**src/rtl/score_keeper.sv**
```systemverilog
// Match controller for the score display: counts points from goal misses and
// sequences idle -> serve -> play -> game-over, releasing the ball after a frame delay.
module score_keeper #(
  parameter int WIN_SCORE   = 9,
  parameter int SERVE_DELAY = 60,
  parameter int DLY_W       = 6
) (
  input  logic       clk,
  input  logic       reset,
  input  logic       frame_tick,
  input  logic       start,
  input  logic       miss_p1,
  input  logic       miss_p2,
  output logic [3:0] score_p1,
  output logic [3:0] score_p2,
  output logic       serve,
  output logic       serve_dir,
  output logic       playing,
  output logic       game_over
);

  typedef enum logic [1:0] {
    IDLE      = 2'd0,
    SERVE     = 2'd1,
    PLAY      = 2'd2,
    GAME_OVER = 2'd3
  } state_t;

  localparam logic [3:0]       WIN_S    = 4'(WIN_SCORE);
  localparam logic [DLY_W-1:0] CNT_LAST = DLY_W'(SERVE_DELAY - 1);

  state_t           state, state_n;
  logic [3:0]       score_p1_n, score_p2_n;
  logic             serve_n, serve_dir_n;
  logic [DLY_W-1:0] cnt, cnt_n;
  logic             start_q;
  logic             start_rise;

  // Saturating point add: the winning score is the ceiling, never wraps.
  function automatic logic [3:0] sat_inc(input logic [3:0] s);
    return (s >= WIN_S) ? WIN_S : s + 4'd1;
  endfunction

  assign start_rise = start & ~start_q;

  always_comb begin
    state_n     = state;
    score_p1_n  = score_p1;
    score_p2_n  = score_p2;
    serve_n     = 1'b0;
    serve_dir_n = serve_dir;
    cnt_n       = cnt;
    unique case (state)
      IDLE: begin
        if (start_rise) begin
          score_p1_n = 4'd0;
          score_p2_n = 4'd0;
          cnt_n      = '0;
          state_n    = SERVE;
        end
      end
      SERVE: begin
        if (frame_tick) begin
          if (cnt == CNT_LAST) begin
            serve_n = 1'b1;
            cnt_n   = '0;
            state_n = PLAY;
          end else begin
            cnt_n = cnt + 1'b1;
          end
        end
      end
      PLAY: begin
        // A coincident frame_tick is dropped: the delay restarts from zero.
        if (miss_p1 && !miss_p2) begin
          score_p2_n  = sat_inc(score_p2);
          serve_dir_n = 1'b0;
          cnt_n       = '0;
          state_n     = (sat_inc(score_p2) == WIN_S) ? GAME_OVER : SERVE;
        end else if (miss_p2 && !miss_p1) begin
          score_p1_n  = sat_inc(score_p1);
          serve_dir_n = 1'b1;
          cnt_n       = '0;
          state_n     = (sat_inc(score_p1) == WIN_S) ? GAME_OVER : SERVE;
        end else if (miss_p1 && miss_p2) begin
          cnt_n   = '0;
          state_n = SERVE;
        end
      end
      GAME_OVER: begin
        if (start_rise) begin
          score_p1_n  = 4'd0;
          score_p2_n  = 4'd0;
          serve_dir_n = 1'b1;
          cnt_n       = '0;
          state_n     = SERVE;
        end
      end
      default: state_n = IDLE;
    endcase
  end

  always_ff @(posedge clk or posedge reset) begin
    if (reset) begin
      state     <= IDLE;
      score_p1  <= 4'd0;
      score_p2  <= 4'd0;
      serve     <= 1'b0;
      serve_dir <= 1'b1;
      cnt       <= '0;
      start_q   <= 1'b0;
    end else begin
      state     <= state_n;
      score_p1  <= score_p1_n;
      score_p2  <= score_p2_n;
      serve     <= serve_n;
      serve_dir <= serve_dir_n;
      cnt       <= cnt_n;
      start_q   <= start;
    end
  end

  assign playing   = (state == PLAY);
  assign game_over = (state == GAME_OVER);

endmodule

```
**config.mk**
```make
export PLATFORM = sky130hd
export DESIGN_NAME = score_keeper
export DESIGN_NICKNAME = d
export VERILOG_FILES = /design/src/rtl/score_keeper.sv
export SDC_FILE = /design/constraint.sdc
export NUM_CORES = 1
export LEC_CHECK = 0
export ABC_AREA = 1
export ABC_CLOCK_PERIOD_IN_PS = 1500
export CORE_MARGIN = 4
export CORE_UTILIZATION = 38
export CTS_BUF_LIST = sky130_fd_sc_hd__clkbuf_2
export CTS_CLUSTER_SIZE = 16
export DETAILED_ROUTE_END_ITERATION = 8
export PLACE_DENSITY_LB_ADDON = 0.3
export SLEW_MARGIN = 10
export SYNTH_ARGS = -nofsm -noshare
export SYNTH_HDL_FRONTEND = slang
export SYNTH_SLANG_ARGS = --single-unit
```
**constraint.sdc**
```tcl
create_clock -name clk -period 1.5 [get_ports clk]
set_input_delay 0.225 -clock clk [delete_from_list [all_inputs] [get_ports clk]]
set_output_delay 0.225 -clock clk [all_outputs]
set_load 0.03 [all_outputs]
```
# Word level (Yosys, flattened, before mapping)
# Index checks and enable logic that the tools add are counted.
[totals]
reg_bits = 19
output_inout_bits = 12
elab_cells = 74
[classes]
addsub = 3
order_cmp = 2
n_eq_ne = 15
muxes = 31
n_bitwise = 2
n_reduce_logical = 14
[op_table]
columns = ["operator", "count"]
rows = [
  ["$mux 6", 6],
  ["$mux 4", 6],
  ["$pmux 6 s3", 1],
  ["$mux 2", 8],
  ["$pmux 4 s2", 2],
  ["$reduce_and 3->1", 3],
  ["$add 4x1->4 const B", 2],
  ["$eq 4x4->1 const B", 2],
  ["$ge 4x4->1 const B", 2],
  ["$ne 2x1->1 const B", 4],
  ["$reduce_and 4->1", 2],
  ["$add 6x1->6 const B", 1],
  ["$eq 6x6->1 const B", 1],
  ["$mux 1", 6],
  ["$ne 2x2->1 const B", 3],
  ["$pmux 2 s3", 1],
  ["$eq 2x2->1 const B", 2],
  ["$ne 4x1->1 const B", 1],
  ["$reduce_bool 2->1", 2],
  ["$logic_and 1x1->1", 3],
  ["$ne 3x1->1 const B", 1],
  ["$eq 2x1->1 const B", 1],
  ["$logic_not 1->1", 2],
  ["$logic_not 2->1", 1],
  ["4 further kinds", 4],
]

# Longest topological paths before layout
# Gate-level depths: netlist (run 1).
[depth]
word_depth = 7
depth_mapped = 10
depth_no_buf = 10

# Worst setup path before layout (run 1)
# No wires, ideal clock.
[synth_timing]
kind = "register -> register"
startpoint = "register state[0]"
endpoint = "register state[1]"
t_arrival_ps = 1461
slack_ps = -77
stages_incl_launch_ff = 10
path_buffers = 0
synth_period_minus_slack_ps = 1577
path_cell_list = "dfrtp_1 inv_1 ha_1 nand3_2 nand3_4 inv_4 nand2_8 nor2_1 nand2_1 nand2_1"
[synth_lines]
columns = ["element", "line_no", "text"]
rows = [
  ["from (decl)", "32", "state_t state, state_n;"],
  ["from (signal assigned)", "113", "state <= state_n;"],
  ["$eq 2x2->1 (*)", "n/a", ""],
  ["net playing", "18", "output logic playing,"],
  ["$ne 4x1->1 (no line)", "n/a", ""],
  ["$reduce_and 4->1 (no line)", "n/a", ""],
]
# The timed path passes the listed nets; every way through them passes the cells marked *.
# A chain may end at the register's enable or synchronous reset.

# Final worst setup path (run 1)
[layout_timing]
startpoint = "register state[0]"
endpoint = "output playing"
[layout_between]
elab_chain_cells = 1
[layout_rtl]
columns = ["element", "line_no", "text"]
rows = [
  ["$eq 2x2->1", "123", "assign playing = (state == PLAY);"],
  ["to (decl)", "18", ""],
]
# Every way passes these cells.

==> run_results.csv, run 1 <==
group,metric,value,unit
outcome,status,"finished, final reports clean",
timing,fin_crit_sh,94.08,%
timing,worst_slew_pin_slew,0.3066,ns
pwr,p_leak,0.7322,nW
floorplanning,core_area,0.002829,mm^2
layout,drive_above_1_share,19.39,%
floorplanning,dieHeight,63.22,um
global_route,grt_antenna_before_repair,0,
job,drv_cap,0,
routing,dr.first_iter.drc_count,43,
critical_path,cp-start-kind,"register",
yosys,synthesis.nets,156,
routing,vias,963,
critical_path,path_cells,"inv_2 > ha_4 > buf_6",
timing,timing.fmax,0.7086,GHz
global_route,grt_max_degree,20,
yosys,synth_edf_count,0,
yosys,synth_top_area_share,38.88,%
routing,post-route-drc-count,0,
floorplanning,die_w,63.22,um
floorplanning,rows,19,
critical_path,required,1.27,ns
layout,fin_util,51.35,%
yosys,synth-warning-count,0,
yosys,synth_ff_type,"dfrtp_1",
layout,antenna_cells,0,
critical_path,crit_fanout,7,
cts,ctsHtreeMaxLevel,1,
timing,drv_slew,0,
critical_path,r2r_setup_slack,0.10,ns
pwr,power_density,2021,mW/mm^2
layout,layout_commonest_cell,"nand2_1",
critical_path,r2r_end,"score_p1[0]",
yosys,synth_area,0.001159,mm^2
critical_path,cp.arrival,1.19,ns
layout,syn2layout_area_growth,25.38,%
timing,finalSetupViolCount,0,
global_route,grt-ovfl-total,0,
yosys,ys_seq_area_share,41.14,%
layout,fillers,290,
cts,cts.sinks,19,
timing,rsz0062_at_grt,"false",
critical_path,critPathTopFamily,"flip-flops",
timing,max_slew_margin,79.64,%
cts,cts_tree,"done",
critical_path,crit_type,"reg2out",
cts,clock_latency,0.30,ns
critical_path,max_stage_delay,0.46,ns
critical_path,reg2regPathDepth,7,
routing,routedWlPerCell,12.00,um
yosys,syn_area_per_cell,8.276,um^2
placed_design,io_buffers,17,
critical_path,worst-path-buf-inv,2,
global_route,grtUsageTotal,12.51,%
yosys,synthArstFlopShare,100.0,%
routing,viasPerCell,4.913,
floorplanning,initial_utilization,40.96,%
cts,clock_path_buffers,2,
yosys,synth_area_leaders,"dfrtp_1, ha_1, nand2_1",
timing,hold_viol_final,0,
yosys,synthCells,140,
critical_path,cp_slowest_cell,"dfrtp_1",
yosys,synth_top_area_cell,"dfrtp_1",
timing,setup-tns-final,0,ns
floorplanning,ios,18,
floorplanning,dieArea,0.003996,mm^2
cts,clk_pin_slew,0.18,ns
layout,finalNetCount,182,
global_route,grt_pass1_vias,970,
timing,fin_crit,1.411,ns
worst_hold_path,worst_hold_path_type,"in2async",
timing,clock_skew,0.002955,ns
critical_path,worstSetupEndpointType,"output pin",
pwr,ir_worst_vdd,0.001165,V
routing,wl,2352,um
critical_path,r2r-start,"state[0]",
routing,drt_pre_antenna_iters,4,
cts,cts_buffers,3,
placed_design,gp_congestion,0.8521,
layout,final_cell_mix,"nand2_1, inv_1, dfrtp_1",
yosys,ys_types,26,
yosys,ys_ff_latch,19,
routing,ant_nets,0,
global_route,grt_pass1_wl,4077,um
cts,root_buffer,"clkbuf_2",
placed_design,place_hpwl,1833,um
[sequential cells by signal, indices dropped and copies added, names as in the netlist]
name,flops
score_p2,4
score_p1,4
state,2
serve_dir,1
cnt,6
start_q,1
serve,1
[synth_stat cells, types with 2 or more instances]
| master | instances |
|---|---|
| ha_1 | 10 |
| nor2_1 | 15 |
| inv_1 | 22 |
| xor2_1 | 2 |
| nand3_1 | 7 |
| nor3_1 | 2 |
| a21oi_1 | 5 |
| dfrtp_1 | 18 |
| nand2_2 | 3 |
| nand2_1 | 33 |
| o21ai_0 | 4 |
| o22ai_1 | 5 |
[where the power goes]
part,internal (W),switching (W),total (W),leakage (nW)
clock,0.0000706,0.000156,0.000227,0.0166
sequential,0.000667,0.000150,0.000817,0.248
combinational,0.000736,0.00115,0.00189,0.468
[final cells by class]
cell class / count / area, um^2 / share of cell area [%]
tap: 31 / 38.79 / 2.670
multi-input combinational: 98 / 639.4 / 44.01
clock buffer: 4 / 20.02 / 1.378
sequential: 19 / 478.0 / 32.90
inverter: 23 / 91.34 / 6.288
timing repair buffer: 21 / 185.2 / 12.75
[through the flow]
stage | std cells | cell area [um^2] | power (W) | setup slack, ns | hold WS [ns]
global route | 196 | 1453 | 0.003198 | 0.005425 | 0.2072
finish | 196 | 1453 | 0.002935 | 0.08876 | 0.2031
detailed placement | 191 | 1388 | 0.002540 | -0.05011 | 0.4989
floorplan | 140 | 1161 | 0.002060 | 0.06741 | 0.1754
CTS | 194 | 1409 | 0.002781 | 0.0005786 | 0.2110
global placement | 191 | 1388 | 0.002502 | 0.01752 | 0.4877
[logic make-up (layout without fill, tap and decap cells)]
| group | after synthesis | in the layout | share of synthesized area (%) |
|---|---|---|---|
| adders and majority gates | 10 | 10 | 10.80 |
| and+or+nand+nor | 67 | 67 | 28.40 |
| buffers and inverters | 23 | 48 | 7.668 |
| xor gates and xnor gates | 3 | 3 | 2.268 |
| DFF | 19 | 19 | 41.14 |
| AOI/OAI and AO/OA | 18 | 18 | 9.719 |
[layer usage]
metal | GRT usage [%] | up-vias | routed length (um)
li1 | - | 496 | -
met1 | 14.49 | 447 | 1000
met2 | 23.45 | 16 | 1261
met3 | 3.375 | 4 | 58
met4 | 1.617 | 0 | 31
met5 | 0 | - | 0
[worst max path at each step]
stage,start,endpoint,slack [ns],cells past startpoint
global placement,start,cnt[5],0.02,8
detailed placement,start,score_p1[0],-0.05,7
finish,state[0],playing,0.09,3
floorplan,score_p1[1],state[1],0.07,10
CTS,state[1],score_p1[0],0.0006,7
global route,score_p2[2],score_p2[2],0.005,1
[tightest hold or removal path, stage by stage]
cell	delay (ns)
clkdlybuf4s50_1	0.39
inv_1	0.05
buf_4	0.24
[timing repair]
item,4_1_cts,5_1_grt
hold endpoints to repair,0,0
hold buffers,0,0
endpoints found under the setup margin,14,17
buffers inserted,0,2
pin swaps,0,0
resized for setup,14,14
(Power assumes the default switching activity.)
==> inputs of run 2 (changes only) <==
- CTS_CLUSTER_SIZE: 16 -> not set
==> results of run 2 <==
No change in the layout: final DEF, timing and power equal those of run 1.
